===== src/rtl/lif_neuron_array.sv =====
`default_nettype none
// ============================================================================
// Module   : lif_neuron_array
// Purpose  : Bank of leaky integrate-and-fire membranes. MAC samples are
//            accumulated by index with saturation; a timestep pulse sweeps
//            every neuron once, one per clock, and emits one spike beat each.
// Options  : define LIF_REFRACTORY_EN to add per-neuron refractory counters.
// Revision : 1.0 - initial release
// ============================================================================
module lif_neuron_array #(
    parameter int N_NEURONS    = 4,
    parameter int DW           = 8,
    parameter int LEAK_SHIFT   = 1,
    parameter int THRESHOLD    = 25,
    parameter int REFRAC_STEPS = 2,
    localparam int IW          = $clog2(N_NEURONS)
) (
    input  logic                 clk,
    input  logic                 reset,
    input  logic                 in_valid,
    input  logic [IW-1:0]        in_idx,
    input  logic signed [DW-1:0] mac_out,
    output logic                 in_ready,
    input  logic                 pulse,
    output logic                 busy,
    output logic                 spk_valid,
    output logic [IW-1:0]        spk_idx,
    output logic                 spk_out,
    output logic                 err_overrun
);

    localparam logic [0:0] S_IDLE  = 1'b0;
    localparam logic [0:0] S_SWEEP = 1'b1;

    localparam logic signed [DW-1:0] THR = DW'(THRESHOLD);

    logic [0:0]           state;
    logic [0:0]           state_nxt;
    logic [IW-1:0]        ptr;
    logic                 last;
    logic                 accept;

    logic signed [DW-1:0] v [N_NEURONS];
    logic signed [DW-1:0] acc_cur;
    logic [DW:0]          sum;
    logic signed [DW-1:0] sat_sum;
    logic signed [DW-1:0] v_sel;
    logic signed [DW-1:0] leaked;
    logic                 fire;
    logic                 refrac_sel;
    logic                 refrac_in;

    // ---------------- FSM ----------------
    always_ff @(posedge clk) begin
        if (reset) state <= S_IDLE;
        else       state <= state_nxt;
    end

    always_comb begin
        state_nxt = state;
        case (state)
            S_IDLE:  if (pulse) state_nxt = S_SWEEP;
            S_SWEEP: if (last)  state_nxt = S_IDLE;
            default: state_nxt = S_IDLE;
        endcase
    end

    always_comb begin
        busy     = (state == S_SWEEP);
        in_ready = (state == S_IDLE) && !reset;
    end

    assign last   = (ptr == IW'(N_NEURONS - 1));
    assign accept = in_valid && in_ready;

    always_ff @(posedge clk) begin
        if (reset)              ptr <= '0;
        else if (busy && !last) ptr <= ptr + IW'(1);
        else                    ptr <= '0;
    end

    // Sign-extended add; overflow shows as disagreement of the top two bits.
    assign acc_cur = v[in_idx];
    assign sum     = {acc_cur[DW-1], acc_cur} + {mac_out[DW-1], mac_out};
    assign sat_sum = (sum[DW] != sum[DW-1]) ? {sum[DW], {(DW-1){~sum[DW]}}}
                                            : sum[DW-1:0];

    assign v_sel  = v[ptr];
    assign leaked = v_sel >>> LEAK_SHIFT;
    assign fire   = !refrac_sel && (leaked >= THR);

    always_ff @(posedge clk) begin
        for (int i = 0; i < N_NEURONS; i++) begin
            if (reset) begin
                v[i] <= '0;
            end else if (busy && ptr == IW'(i)) begin
                v[i] <= fire ? leaked - THR : leaked;
            end else if (accept && in_idx == IW'(i) && !refrac_in) begin
                v[i] <= sat_sum;
            end
        end
    end

`ifdef LIF_REFRACTORY_EN
    localparam int RW = (REFRAC_STEPS < 1) ? 1 : $clog2(REFRAC_STEPS + 1);

    logic [RW-1:0] rc [N_NEURONS];

    assign refrac_sel = (rc[ptr] != '0);
    assign refrac_in  = (rc[in_idx] != '0);

    always_ff @(posedge clk) begin
        for (int i = 0; i < N_NEURONS; i++) begin
            if (reset) begin
                rc[i] <= '0;
            end else if (busy && ptr == IW'(i)) begin
                if (fire)               rc[i] <= RW'(REFRAC_STEPS);
                else if (rc[i] != '0)   rc[i] <= rc[i] - RW'(1);
            end
        end
    end
`else
    assign refrac_sel = 1'b0;
    assign refrac_in  = 1'b0;
`endif

    // Beat outputs hold their last index/value between sweeps.
    always_ff @(posedge clk) begin
        if (reset) begin
            spk_valid   <= 1'b0;
            spk_idx     <= '0;
            spk_out     <= 1'b0;
            err_overrun <= 1'b0;
        end else begin
            spk_valid <= busy;
            if (busy) begin
                spk_idx <= ptr;
                spk_out <= fire;
            end
            if (busy && pulse) err_overrun <= 1'b1;
        end
    end

endmodule
`default_nettype wire


===== config.mk =====
export PLATFORM = sky130hd
export DESIGN_NAME = lif_neuron_array
export DESIGN_NICKNAME = d
export VERILOG_FILES = /design/src/rtl/lif_neuron_array.sv
export SDC_FILE = /design/constraint.sdc
export NUM_CORES = 1
export LEC_CHECK = 0
export BUFFER_PORTS_ARGS = -buffer_cell sky130_fd_sc_hd__clkbuf_2
export CAP_MARGIN = 20
export CORE_UTILIZATION = 46
export CTS_CLUSTER_DIAMETER = 80
export DETAILED_ROUTE_END_ITERATION = 12
export GPL_TIMING_DRIVEN = 0
export SETUP_SLACK_MARGIN = 0.1
export SLEW_MARGIN = 20
export SYNTH_ARGS = -nofsm -noshare
export SYNTH_HDL_FRONTEND = slang
export SYNTH_SLANG_ARGS = --single-unit
export TNS_END_PERCENT = 5

===== constraint.sdc =====
create_clock -name clk -period 4.55 [get_ports clk]
set_clock_uncertainty 0.2 [all_clocks]
set_input_delay 0.455 -clock clk [delete_from_list [all_inputs] [get_ports clk]]
set_output_delay 0.455 -clock clk [all_outputs]
set_load 0.01 [all_outputs]

## Word-level counts from Yosys, hierarchy flattened

Memories as Yosys holds them, arrays and structs flattened. A register that Yosys moved wholly into a read port is not among the register bits.
Cells that the tools add are included.

- Flip-flop bits (word level): 8
- Latch bits: 0
- Memory bits (writable): 32
- Bits in read-only memories: 0
- Input bits: 14
- Output and inout bits: 7
- Memories kept: 1

Memories:

| name | depth | width | read ports | clocked after Yosys merged registers in | write ports | line | source |
|---|---|---|---|---|---|---|---|
| v | 4 | 8 | 2 | 1 | 4 | 43 | `logic signed [DW-1:0] v [N_NEURONS];` |

- $add $sub $neg: 3
- Multipliers: 0
- Div/mod/pow operators: 0
- Order comparisons: 1
- Eq/ne operators: 7
- Shift operators: 0
- Multiplexer cells: 44
- Bitwise logic cells: 11
- Reductions and logical operators: 17

Operators by type and width:

| operator | number |
|---|---|
| 8-bit two-way mux | 10 |
| 1-bit two-way mux | 32 |
| 1-bit logical AND | 12 |
| 8-bit by 8-bit adder with 9-bit output | 1 |
| 2-bit == test (second input constant) | 4 |
| 1-bit OR | 8 |
| 7-bit by 6-bit subtractor with 8-bit output (second input constant) | 1 |
| 7-bit by 6-bit greater-or-equal comparator with 1-bit output (second input constant) | 1 |
| 2-bit by 1-bit == test with 1-bit output (second input constant) | 2 |
| 2-bit zero test | 2 |
| 1-bit inverter | 3 |
| 2-bit by 1-bit adder with 2-bit output (second input constant) | 1 |
| 1-bit zero test | 2 |
| 2-bit two-way mux | 1 |
| 1-bit case mux with 2 select lines | 1 |
| 2-bit OR reduction | 1 |
| 1-bit inequality test | 1 |

## Logic depth before layout (Yosys ltp)

- Word-level depth: 9
- Gate-level depth with buffers: 11
- Depth with buffers taken out: 10

## Worst setup path after synthesis

OpenSTA, ideal clock, no wires.

- Path kind: input-to-reg
- Start point: input in_idx[0]
- End point: memory v[0][0], data pin
- Data arrival time: 3187 ps
- Required time: 4079 ps
- Setup slack: 892 ps
- Stages on the path: 10
- Cell sequence: buf_1 -> mux4_2 -> ha_1 -> o21a_1 -> or2_2 -> clkbuf_1 -> o22ai_1 -> o21ai_0 -> a21oi_1 -> o22ai_1

RTL lines:

| what | line | source |
|---|---|---|
| from (decl) | 21 | `input logic [IW-1:0] in_idx,` |
| to (decl) | 43 |  |

==> results.yml <==
status:
  status: "completed"
worst_setup_path:
  critical_path_cell_list: "clkbuf_2 > buf_1 > mux4_2 > ha_1 > o21a_1 > or2_2 > clkbuf_1 > o22ai_1 > o21ai_0 > a21boi_1 > o21ai_0"
  slowest_stage_delay_cp_ps: 600
  criticalPathCategory: "input pin to flip-flop"
  cp-end-kind: "flip-flop"
  cp_max_fo: 10
  worstPathRequired_ps: 4380
  critPathTopFamily: "compound AO/OA/AOI/OAI gates"
  crit_path_frequent_cell: "sky130_fd_sc_hd__o21ai_0"
  reg2reg_depth: 8
  cp-start-kind: "input pin"
  timing.critical_path.slowest_stage_cell: "sky130_fd_sc_hd__buf_1"
  cp_num_cells: 11
  timing.critical_path.buf_inv: 3
  worst_ep_arrival_time_ps: 3760
clock_tree:
  cts_buffer_depth: 2
  clkSlewWorstSetupHoldPaths_ps: 80
  number_of_buffers_inserted_during_clock_tree_synthesis: 5
  tritoncts: "yes"
  cts_max_level: 2
  cts-hold-fix-buffers: 0
  clock_latency_ps: 300
  cts.root.buffer_cell: "sky130_fd_sc_hd__clkbuf_8"
  clock-sinks: 40
die:
  core-area_sq_mm: 0.005921
  die_area_sq_mm: 0.006429
  die_width_microns: 80.18
  io_pins: 21
  core.rowCount: 28
  initial_utilization_pct: 47.49
  fp.dieH_microns: 80.18
finish:
  final_util_pct: 52.66
  finalNetCount: 327
  layout_commonest_cell: "sky130_fd_sc_hd__nand2_1"
  antenna_cells_inserted: 0
  syn_to_final_growth_pct: 10.90
  multi_input_comb_area_sq_mm: 0.001603
  leading_cell_types_in_the_layout_fill_and_taps_excluded: "sky130_fd_sc_hd__nand2_1, sky130_fd_sc_hd__edfxtp_1, sky130_fd_sc_hd__clkbuf_2, sky130_fd_sc_hd__nor2_1, sky130_fd_sc_hd__o22ai_1"
  fillers: 535
  post_route_cells_drive_above_1_share_pct: 17.06
  layout.area.seq_sq_mm: 0.001121
global_routing:
  grt_antenna_before_repair: 0
  grt_start_max_net_pins: 14
  track_usage_pct: 25.30
  grt_pass1_vias: 2174
  globalRoute.totalOverflow: 0
  grt_first_pass_wirelength_microns: 11760
detailed_routing:
  first_pass_detailed_route_iteration_total: 5
  drt-wirelength-per-cell_microns: 19.79
  ant_nets: 0
  detailroute.via_count: 2309
  drt_iter0_markers: 212
  drc: 0
  routed_wl_microns: 7402
  vias_per_cell: 6.174
power:
  static-leakage-power_uw: 0.001157
  design_power_total_uw: 1055
  max-vdd-ir-drop_v: 0.0001355
  power_density_mw_per_mm2: 338.5
synthesis:
  yosys_warnings: 0
  postSynthAreaPerCell_sq_um: 10.37
  netlist_instances: 271
  postSynthRegisterBits: 40
  ys_types: 52
  number_of_nets_in_the_synthesized_netlist: 300
  synth_area_sq_mm: 0.002811
  synth_seq_area_share_pct: 39.88
hold_path:
  worstHoldPathCells: 3
  worstHoldPathType: "input pin to flip-flop"
timing:
  tightestPinTransition_ps: 820.4
  slew_headroom_pct: 45.19
  fin_tns_setup_ps: 0
  holdWs_ps: 215.4
  grt_setup_unrepaired: "false"
  drv_slew: 0
  fmax_ghz: 0.2541
  period_needed_ps: 3935
  post-route-period-util_pct: 86.49
  setup-violations-final: 0
  final_hold_viol_count: 0
place:
  port_buffers: 20
  final_replace_weighted_congestion: 0.8838
  hpwlAfterDp_microns: 5490
run:
  max_cap_viol_count: 0
flip-flops by register name (all words and copies together) (netlist names):
register / count
spk_idx: 2
spk_valid: 1
ptr: 2
v: 32
spk_out: 1
err_overrun: 1
busy: 1
stage by stage:
stage / setup slack (ps) / std cells / area, sq um
2_1_floorplan: 892.5 / 271 / 2811
3_3_place_gp: 60.05 / 366 / 3005
3_5_place_dp: 39.45 / 366 / 3005
4_1_cts: 341.6 / 374 / 3117
5_1_grt: 402.7 / 374 / 3118
6_report: 614.7 / 374 / 3118
what timing repair did:
action	4_1_cts	5_1_grt
setup endpoints to repair	0	6
resized for setup	0	2
setup buffers	0	0
endpoints found under the hold margin	0	0
per-layer routing:
metal  up-vias  part of all wire [%]  wire, microns  GRT usage [%]
met3        21                   7.2            536          4.545
li1       1103                     -              -              -
met5         -                     0              0              0
met2       107                    44           3237          37.69
met4         0                   3.4            252          9.107
met1      1078                    46           3377          36.62
final cells by class:
cell class / instances / area share (%)
flip-flops and latches: 40 / 35.96
clock buffers: 5 / 2.207
clock inverters: 3 / 1.364
inverters: 13 / 1.565
well taps: 75 / 3.010
repair buffers: 20 / 3.210
plain buffers: 8 / 1.284
multi-input cells: 210 / 51.40
logic make-up (layout without fill, tap and decap cells):
logic type | Yosys count | count (layout) | share of synthesized area, %
AOI/OAI and AO/OA | 72 | 72 | 16.96
buffers and inverters | 21 | 49 | 3.115
and+or+nand+nor | 97 | 97 | 16.82
xor gates and xnor gates | 5 | 5 | 1.558
adders and majority gates | 15 | 15 | 6.943
muxes | 21 | 21 | 14.73
DFF | 40 | 40 | 39.88
worst register-to-register path, cell delays in order (launching register included):
cell	delay, ps
sky130_fd_sc_hd__edfxtp_1	400
sky130_fd_sc_hd__mux4_2	520
sky130_fd_sc_hd__ha_1	390
sky130_fd_sc_hd__nand3_1	110
sky130_fd_sc_hd__o211ai_1	430
sky130_fd_sc_hd__o21ai_1	220
sky130_fd_sc_hd__or3_1	460
sky130_fd_sc_hd__a21boi_1	320
sky130_fd_sc_hd__o21ai_0	190
power by group:
part	switching [uW]	total [uW]	internal [uW]
combinational	205	331	126
sequential	11.3	434	423
clock	128	290	162
cell usage after synthesis, drive strengths merged:
| master | number | area share [%] |
|---|---|---|
| nor3 | 6 | 1.1 |
| o2111ai | 1 | 0.31 |
| a31o | 1 | 0.31 |
| xor2 | 1 | 0.31 |
| or2 | 2 | 0.44 |
| or3 | 5 | 1.3 |
| o21a | 3 | 0.80 |
| mux2i | 5 | 1.8 |
| o32ai | 1 | 0.31 |
| buf | 4 | 0.85 |
| and2 | 4 | 0.89 |
| nand2 | 35 | 4.7 |
| nand3b | 1 | 0.27 |
| o21ai | 14 | 2.5 |
| a21oi | 16 | 3.0 |
| fa | 1 | 0.71 |
| a41oi | 1 | 0.31 |
| nand3 | 8 | 1.4 |
| a22o | 4 | 1.2 |
| o22ai | 18 | 4.0 |
| and4 | 1 | 0.31 |
| mux4 | 15 | 13 |
| and3 | 2 | 0.44 |
| o31a | 1 | 0.31 |
| edfxtp | 32 | 34 |
| nand4 | 1 | 0.22 |
| o211ai | 2 | 0.53 |
| ha | 14 | 6.2 |
| o31ai | 5 | 1.5 |
| nor2b | 5 | 1.1 |
| nor3b | 2 | 0.53 |
| nor2 | 19 | 2.6 |
| nand2b | 3 | 0.67 |
| nor4 | 1 | 0.22 |
| a32oi | 1 | 0.31 |
| xnor2 | 4 | 1.2 |
| a2111oi | 2 | 0.62 |
| mux2 | 1 | 0.40 |
| inv | 13 | 1.7 |
| dfxtp | 8 | 5.7 |
| o22a | 1 | 0.62 |
| clkbuf | 4 | 0.53 |
| nor4b | 2 | 0.62 |
| a21boi | 1 | 0.27 |
path summary, 6_finish.rpt:
path	start	to	slack [ps]
min	pulse	busy	220
min reg2reg	err_overrun	err_overrun	280
max	in_idx[1]	v[3][1]	610
max reg2reg	v[3][4]	v[3][1]	1040
Note: power is estimated with default switching activity, not from simulation.
